## src/rtl/iq_txd_serializer_if.sv

```systemverilog
// iq_txd_serializer_if: AXI-Stream bundle feeding the IQ TXD serializer.
interface iq_txd_serializer_if #(parameter int DATA_WIDTH = 32);
  logic [DATA_WIDTH-1:0] tdata;
  logic [DATA_WIDTH/8-1:0] tstrb;
  logic tlast;
  logic tvalid;
  logic tready;
  modport master (output tdata, tstrb, tlast, tvalid, input tready);
  modport slave (input tdata, tstrb, tlast, tvalid, output tready);
endinterface

```

## src/rtl/iq_txd_serializer.sv

```systemverilog
// iq_txd_serializer: serializes AXI-Stream words onto the 2-bit IQ_TXD bus, MSB symbol first.
// Define IQ_TXD_PREAMBLE_EN to prefix every frame with the PREAMBLE word.
module iq_txd_serializer #(
  parameter int DATA_WIDTH = 32,
  parameter logic [1:0] IDLE_SYM = 2'b00,
  parameter int GAP_SYMS = 4,
  parameter logic [DATA_WIDTH-1:0] PREAMBLE = 32'hA5A5_A5A5
) (
  input  logic s00_axis_aclk,
  input  logic reset,
  iq_txd_serializer_if.slave s00_axis,
  input  logic sym_ce,
  output logic [1:0] IQ_TXD,
  output logic iq_active,
  output logic underrun,
  input  logic underrun_clr
);
  localparam int SYMS = DATA_WIDTH / 2;
  localparam int CW = $clog2(SYMS + 1);
  localparam int GW = $clog2(GAP_SYMS + 2);
  localparam logic [CW-1:0] SYMS_L = CW'(SYMS);
  localparam logic [GW-1:0] GAP_L = GW'(GAP_SYMS);
  typedef enum logic [1:0] {
    IDLE, SHIFT, GAP
`ifdef IQ_TXD_PREAMBLE_EN
    , PRE
`endif
  } state_t;
  state_t state, state_n;
  logic [DATA_WIDTH-1:0] hold_data, shifter, shifter_n;
  logic hold_last, hold_vld, cur_last, cur_last_n;
  logic take, start, set_ur, xfer, active_n;
  logic [CW-1:0] sym_cnt, sym_cnt_n;
  logic [GW-1:0] gap_cnt, gap_cnt_n;
  logic [1:0] txd_n;
  assign s00_axis.tready = ~hold_vld & ~reset;
  assign xfer = s00_axis.tvalid & s00_axis.tready;
  always_comb begin
    state_n = state;
    shifter_n = shifter;
    cur_last_n = cur_last;
    sym_cnt_n = sym_cnt;
    gap_cnt_n = gap_cnt;
    txd_n = IQ_TXD;
    active_n = iq_active;
    take = 1'b0;
    start = 1'b0;
    set_ur = 1'b0;
    if (sym_ce) begin
      txd_n = IDLE_SYM;
      active_n = 1'b0;
      case (state)
        IDLE: start = 1'b1;
        GAP: if (gap_cnt >= GAP_L) start = 1'b1; else gap_cnt_n = gap_cnt + 1'b1;
        default:
          if (sym_cnt != SYMS_L) begin
            shifter_n = shifter << 2;
            txd_n = shifter[DATA_WIDTH-3 -: 2];
            active_n = 1'b1;
            sym_cnt_n = sym_cnt + 1'b1;
          end else if (state != SHIFT) take = 1'b1;
          else if (cur_last) begin
            if (GAP_SYMS == 0) start = 1'b1;
            else begin
              state_n = GAP;
              gap_cnt_n = GW'(1);
            end
          end else if (hold_vld) take = 1'b1;
          else begin
            set_ur = 1'b1;
            state_n = IDLE;
          end
      endcase
      // A frame start either opens with the preamble or goes straight to the held word
      if (start) begin
        state_n = IDLE;
        if (hold_vld) begin
`ifdef IQ_TXD_PREAMBLE_EN
          state_n = PRE;
          shifter_n = PREAMBLE;
          txd_n = PREAMBLE[DATA_WIDTH-1 -: 2];
          active_n = 1'b1;
          sym_cnt_n = CW'(1);
`else
          take = 1'b1;
`endif
        end
      end
      if (take) begin
        state_n = SHIFT;
        shifter_n = hold_data;
        cur_last_n = hold_last;
        txd_n = hold_data[DATA_WIDTH-1 -: 2];
        active_n = 1'b1;
        sym_cnt_n = CW'(1);
      end
    end
  end
  always_ff @(posedge s00_axis_aclk) begin
    if (reset) begin
      state <= IDLE;
      shifter <= '0;
      hold_data <= '0;
      hold_last <= 1'b0;
      hold_vld <= 1'b0;
      cur_last <= 1'b0;
      sym_cnt <= '0;
      gap_cnt <= '0;
      IQ_TXD <= IDLE_SYM;
      iq_active <= 1'b0;
      underrun <= 1'b0;
    end else begin
      state <= state_n;
      shifter <= shifter_n;
      cur_last <= cur_last_n;
      sym_cnt <= sym_cnt_n;
      gap_cnt <= gap_cnt_n;
      IQ_TXD <= txd_n;
      iq_active <= active_n;
      hold_vld <= (hold_vld & ~take) | xfer;
      if (xfer) begin
        hold_data <= s00_axis.tdata;
        hold_last <= s00_axis.tlast;
      end
      underrun <= set_ur | (underrun & ~underrun_clr);
    end
  end
endmodule

```

## src/flat_wrapper.sv

```systemverilog
// flat-port wrapper written by rule: the top's interface ports become plain ports
module iq_txd_serializer_flat 
#(
  parameter int DATA_WIDTH = 32,
  parameter logic [1:0] IDLE_SYM = 2'b00,
  parameter int GAP_SYMS = 4,
  parameter logic [DATA_WIDTH-1:0] PREAMBLE = 32'hA5A5_A5A5
)
  (s00_axis_aclk, reset, sym_ce, IQ_TXD, iq_active, underrun, underrun_clr, s00_axis_tdata, s00_axis_tstrb, s00_axis_tlast, s00_axis_tvalid, s00_axis_tready);
  iq_txd_serializer_if #(.DATA_WIDTH(DATA_WIDTH)) s00_axis_i ();
  input  logic s00_axis_aclk;
  input  logic reset;
  input  logic sym_ce;
  output logic [1:0] IQ_TXD;
  output logic iq_active;
  output logic underrun;
  input  logic underrun_clr;
  input wire logic [$bits(s00_axis_i.tdata)-1:0] s00_axis_tdata;
  input wire logic [$bits(s00_axis_i.tstrb)-1:0] s00_axis_tstrb;
  input wire logic [$bits(s00_axis_i.tlast)-1:0] s00_axis_tlast;
  input wire logic [$bits(s00_axis_i.tvalid)-1:0] s00_axis_tvalid;
  output wire logic [$bits(s00_axis_i.tready)-1:0] s00_axis_tready;
  assign s00_axis_i.tdata = s00_axis_tdata;
  assign s00_axis_i.tstrb = s00_axis_tstrb;
  assign s00_axis_i.tlast = s00_axis_tlast;
  assign s00_axis_i.tvalid = s00_axis_tvalid;
  assign s00_axis_tready = s00_axis_i.tready;
  iq_txd_serializer #(.DATA_WIDTH(DATA_WIDTH), .IDLE_SYM(IDLE_SYM), .GAP_SYMS(GAP_SYMS), .PREAMBLE(PREAMBLE)) u_core (.s00_axis_aclk(s00_axis_aclk), .reset(reset), .s00_axis(s00_axis_i), .sym_ce(sym_ce), .IQ_TXD(IQ_TXD), .iq_active(iq_active), .underrun(underrun), .underrun_clr(underrun_clr));
endmodule
```

## config.mk

```make
export PLATFORM = sky130hd
export DESIGN_NAME = iq_txd_serializer_flat
export DESIGN_NICKNAME = d
export VERILOG_FILES = /design/src/rtl/iq_txd_serializer_if.sv /design/src/rtl/iq_txd_serializer.sv /design/src/flat_wrapper.sv
export SDC_FILE = /design/constraint.sdc
export NUM_CORES = 1
export LEC_CHECK = 0
export BUFFER_PORTS_ARGS = -buffer_cell sky130_fd_sc_hd__buf_2
export CAP_MARGIN = 20
export CORE_UTILIZATION = 28
export CTS_BUF_LIST = sky130_fd_sc_hd__clkbuf_8 sky130_fd_sc_hd__clkbuf_16
export DETAILED_ROUTE_END_ITERATION = 12
export PLACE_DENSITY = 0.44
export SYNTH_ARGS = -nofsm -noshare
export SYNTH_HDL_FRONTEND = slang
export SYNTH_SLANG_ARGS = --single-unit
```

## constraint.sdc

```tcl
create_clock -name s00_axis_aclk -period 1.95 [get_ports s00_axis_aclk]
set_input_delay 0.2925 -clock s00_axis_aclk [delete_from_list [all_inputs] [get_ports s00_axis_aclk]]
set_output_delay 0.2925 -clock s00_axis_aclk [all_outputs]
set_load 0.01 [all_outputs]
```

After elaboration in Yosys (flattened, before gate mapping):

Index checks and enable logic that the tools add are counted.

* flip-flop bits (word level): 79
* word-level logic and storage cells: 86
* output and inout bits: 5

* $lt $le $gt $ge: 1
* bitwise logic cells: 11
* add/sub/neg operators: 2
* reduce and logical (&&, ||, !) cells: 8
* multiplexer cells: 42
* equal/unequal tests: 11

Operator list (number)
* $mux W30: 3
* $mux W1: 20
* $mux W2: 10
* $mux W5: 3
* $mux W3: 4
* $ne A2 B2 Y1 const B: 3
* $ne A3 B3 Y1 const B: 2
* $pmux W3 S2: 1
* $reduce_and A6 Y1: 1
* $add A5 B1 Y5 const B: 1
* $ne A5 B5 Y1 const B: 1
* $not A1 Y1: 5
* $reduce_and A5 Y1: 1
* $and A1 B1 Y1: 4
* $ne A2 B1 Y1 const B: 2
* $ne A4 B4 Y1 const B: 1
* $reduce_bool A2 Y1: 2
* $add A3 B1 Y3 const B: 1
* $ge A3 B3 Y1 const B: 1
* $ne A3 B1 Y1 const B: 1
* $reduce_and A3 Y1: 1
* $eq A2 B2 Y1 const B: 1
* $logic_not A2 Y1: 1
* $or A1 B1 Y1: 2
* other kinds (3): 3

Depth between registers and ports, before layout:

* word-level depth: 12
* depth in mapped cells: 10
* gate-level depth less buffers: 7

Worst setup path before layout:

Ideal clock, no wire load.

* kind: register to register
* start point: register u_core.state[0]
* end point: register u_core.shifter[10]
* data arrival time: 1.709 ns
* path slack: 0.099 ns
* cell stages (with the launch flop): 11
* setup time: 0.142 ns
* required time: 1.808 ns
* period minus slack after synthesis: 1.851 ns
* buffers on the path: 3
* path through: dfxtp_1 -> inv_1 -> ha_1 -> buf_6 -> a21o_1 -> and2_4 -> buf_6 -> o21a_4 -> buf_2 -> nor2_1 -> a211oi_2

* cells in the longest elaborated chain, start to end: 9

Ends and longest elaborated chain
* from (decl): line iq_txd_serializer.sv:29 `state_t state, state_n;`
* from (signal assigned): line iq_txd_serializer.sv:113 `state <= state_n;`
* $ne A2 B1 Y1: line iq_txd_serializer.sv:61 `end else if (state != SHIFT) take = 1'b1;`
* $mux W1: line iq_txd_serializer.sv:61
* $mux W1: line iq_txd_serializer.sv:56 `if (sym_cnt != SYMS_L) begin`
* $mux W1: line iq_txd_serializer.sv:52 `case (state)`
* $mux W1: line iq_txd_serializer.sv:77 `if (hold_vld) begin`
* $mux W1: line iq_txd_serializer.sv:75 `if (start) begin`
* $mux W1: line iq_txd_serializer.sv:49 `if (sym_ce) begin`
* $ne A2 B1 Y1 (no source line) / $reduce_bool A2 Y1 (equally long branches)
* $reduce_and A3 Y1 (no source line)
* to (signal assigned): line iq_txd_serializer.sv:114 `shifter <= shifter_n;`
* to (decl): line iq_txd_serializer.sv:30 `logic [DATA_WIDTH-1:0] hold_data, shifter, shifter_n;`

Several ways; a longest one is shown, not always the timed one. The select of a mux whose other input is x is not followed.
A chain may end at the register's enable or synchronous reset.

Worst setup path after layout:

* start point: register u_core.sym_cnt[1]
* end point: register u_core.shifter[14]

* cells in the longest elaborated chain, start to end: 8

Ends and longest elaborated chain
* from (decl): line iq_txd_serializer.sv:33 `logic [CW-1:0] sym_cnt, sym_cnt_n;`
* from (signal assigned): line iq_txd_serializer.sv:116 `sym_cnt <= sym_cnt_n;`
* $ne A5 B5 Y1 (*): line iq_txd_serializer.sv:56
* $mux W1: line iq_txd_serializer.sv:56
* $mux W1: line iq_txd_serializer.sv:52
* $mux W1: line iq_txd_serializer.sv:77
* $mux W1: line iq_txd_serializer.sv:75
* $mux W1: line iq_txd_serializer.sv:49
* $ne A2 B1 Y1 (no source line) / $reduce_bool A2 Y1 (equally long branches)
* $reduce_and A3 Y1 (no source line)

Mark *: on every way between the ends. The rest lies on a longest branch, timed or not. The select of a mux whose other input is x is not followed.

==> flow_metrics.env <==
export IMPL_r2r_start="u_core.sym_cnt[1]"
export IMPL_yosysUniqueCellTypes=43
export IMPL_core_mm2=0.01211
export IMPL_period_share=0.9578
export IMPL_r2r_slack_ns=0.08
export IMPL_cts_tree="done"
export IMPL_synth_simple_area_share=0.2246
export IMPL_tightest_slew_ns=0.5329
export IMPL_synth_top_area_share=0.4500
export IMPL_synthCells=414
export IMPL_min_to="u_core.hold_data[15]"
export IMPL_post_dp_cell_area_mm2=0.004004
export IMPL_grt_pass1_wl_um=13700
export IMPL_drtIter0Drc=89
export IMPL_first_pass_iters=4
export IMPL_final_nets=509
export IMPL_cts_buffers=9
export IMPL_drt_wl_total_um=8511
export IMPL_grt_overflow=0
export IMPL_synth_largest_area_cell="dfxtp_1"
export IMPL_syn_nets=462
export IMPL_fin_skew_ns=0.01225
export IMPL_critical_path_top_delay_family="compound AO/OA/AOI/OAI gates"
export IMPL_die_h_um=114.0
export IMPL_start_util=0.2902
export IMPL_crit_type="register to register"
export IMPL_slew_viol_final=0
export IMPL_power_density_mw_per_mm2=902.8
export IMPL_synth_common_cells="dfxtp_1, nand2_1, nor2_1, o21ai_0, nand2b_1"
export IMPL_finalHoldViolations=0
export IMPL_maxCapViolCount=0
export IMPL_leakage_nw=1.601
export IMPL_crit_path_max_fanout=7
export IMPL_ys_flop_type="dfxtp_1"
export IMPL_path_cells="inv_2 -> ha_4 -> nand4bb_4 -> o31a_1 -> o21ai_4 -> clkbuf_16 -> a21oi_1 -> a211oi_2"
export IMPL_crit_slowest_cell="o31a_1"
export IMPL_tns_ns=0
export IMPL_synthArstFlopShare=0
export IMPL_synth_adder_area_share=0.02136
export IMPL_dpl_worst_slack_ns=0.006715
export IMPL_place_gp_congestion=0.7974
export IMPL_whs_ns=0.1427
export IMPL_stdcell_area_mm2=0.004433
export IMPL_r2r_end="u_core.shifter[14]"
export IMPL_grt_use_total=0.1352
export IMPL_synth_top_family_by_area="compound AO/OA/AOI/OAI gates"
export IMPL_clk_path_buf_depth=2
export IMPL_cp_arrival_ns=2.13
export IMPL_io_pins=47
export IMPL_required_ns=2.21
export IMPL_num_antenna_cells=0
export IMPL_irDropWorstVdd_mv=0.4918
export IMPL_dieArea_mm2=0.01300
export IMPL_port_buffer_count=42
export IMPL_cts_max_level=3
export IMPL_synth_compound_area_frac=0.2346
export IMPL_max_slew_margin=0.6447
export IMPL_syn_avg_cell_area_um2=8.489
export IMPL_clock_sinks=79
export IMPL_max_freq_mhz=535.4
export IMPL_drive_above_1_share=0.2468
export IMPL_yosys_warnings=0
export IMPL_rsz0062_at_grt="no"
export IMPL_yosys_register_bits=79
export IMPL_hold_class="input port to register"
export IMPL_crit_path_start_kind="register"
export IMPL_dp_hpwl_um=5163
export IMPL_slowest_delay_ns=0.39
export IMPL_num_rows=40
export IMPL_ant_nets=0
export IMPL_fin_cells=634
export IMPL_cp_end_kind="register"
export IMPL_synthXorXnorAreaFrac=0.004984
export IMPL_die_w_um=114.0
export IMPL_ctsRootBufferMaster="clkbuf_16"
export IMPL_synth_most_common_cell="dfxtp_1"
export IMPL_drt_wirelength_per_cell_um=13.42
export IMPL_final_setup_viol_count=0
export IMPL_fin_crit_ns=1.868
export IMPL_path_buf_inv=2
export IMPL_synthMuxAreaShare=0.008544
export IMPL_antenna_found_initial=0
export IMPL_vias_per_cell=4.634
export IMPL_area_growth_pct=26.13
export IMPL_drcViolationCount=0
export IMPL_synth_area_leaders="dfxtp_1, nand2_1, nand2b_1"
export IMPL_clk_pin_slew_ns=0.06
export IMPL_status="finished, final reports clean"
export IMPL_seq_area_frac_synth=0.4500
export IMPL_r2r_cells=8
export IMPL_vias=2938
export IMPL_grt_pass1_vias=2791
export IMPL_synth_edf_count=0
export IMPL_syn_area_mm2=0.003515
export IMPL_clk_latency_ns=0.34
export IMPL_min_from="s00_axis_tdata[15]"
export IMPL_fin_ws_ns=0.08230
export IMPL_grt_start_max_net_pins=67
export IMPL_place_inst=612
export IMPL_whs_path_depth=3
[cells by family after synthesis]
logic type,Yosys count
buffers and inverters,39
DFF,79
and+or+nand+nor,165
xor gates and xnor gates,2
AOI/OAI and AO/OA,120
adders and majority gates,6
muxes,3
[power breakdown]
group,switching (W),total [W],internal [W]
Combinational,0.000284,0.000519,0.000235
Sequential,0.0000543,0.00177,0.00172
Clock,0.000710,0.00171,0.00100
[how the worst max path moves through the flow]
| stage | from | to | slack [ns] | depth (start not counted) |
|---|---|---|---|---|
| 3_5_place_dp | u_core.state[0] | u_core.sym_cnt[2] | 0.007 | 7 |
| 3_3_place_gp | u_core.state[0] | u_core.sym_cnt[2] | 0.03 | 7 |
| 2_1_floorplan | u_core.state[0] | u_core.shifter[10] | 0.1 | 10 |
| 4_1_cts | u_core.state[0] | u_core.sym_cnt[2] | 0.01 | 7 |
| 5_1_grt | u_core.sym_cnt[0] | u_core.shifter[8] | 0.0001 | 8 |
| 6_report | u_core.sym_cnt[1] | u_core.shifter[14] | 0.08 | 8 |
[layout make-up]
| type | count | area [µm²] |
|---|---|---|
| flip-flops and latches | 79 | 1585 |
| well taps | 168 | 210.2 |
| inverters | 7 | 26.28 |
| multi-input cells | 299 | 1822 |
| repair buffers | 65 | 488.0 |
| fillers | 1333 | 7679 |
| clock buffers | 9 | 225.2 |
| clock inverters | 7 | 76.32 |
[cell usage in the layout, fill, tap and decap left out, types with 5 or more instances in the layout]
| cell | count |
|---|---|
| dfxtp_1 | 76 |
| nand2b_1 | 36 |
| nor2_1 | 43 |
| clkbuf_16 | 10 |
| inv_1 | 5 |
| o21ai_0 | 40 |
| a211oi_1 | 6 |
| buf_4 | 15 |
| o21ai_1 | 10 |
| buf_12 | 7 |
| nand2_1 | 65 |
| a211oi_2 | 9 |
| a21oi_1 | 24 |
| a311oi_1 | 15 |
| buf_2 | 42 |
[per-stage QoR]
stage,power (W),util
after global placement,0.002284,0.3306
after CTS,0.004021,0.3557
final,0.004002,0.3660
after floorplan,0.002116,-
after detailed placement,0.002290,0.3306
after global routing,0.004211,0.3660
[layer usage]
layer,part of all wire,vias to the layer above,global-route usage
li1,-,1531,-
met2,0.43,51,0.2000
met5,0,-,0
met1,0.52,1351,0.1867
met3,0.033,5,0.03613
met4,0.012,0,0.05195
[tightest hold or removal path, cell delays in order]
cell and delay (ns):
buf_2 0.07, nand2_1 0.03, o21ai_0 0.05
[state kept, by name (all words and copies together), names as in the netlist, 2 cells and up]
name and cells:
u_core.hold_data 32, u_core.sym_cnt 5, u_core.state 2, u_core.shifter 30
u_core.gap_cnt 3, u_core.IQ_TXD 2
[repair_timing]
action / in CTS / in global routing
gates cloned: 0 / 4
setup endpoints to repair: 1 / 32
buffers inserted: 0 / 2
pin swaps: 0 / 9
hold buffers: 0 / 0
gates resized for setup: 1 / 16
Note: power is estimated with default switching activity, not from simulation.
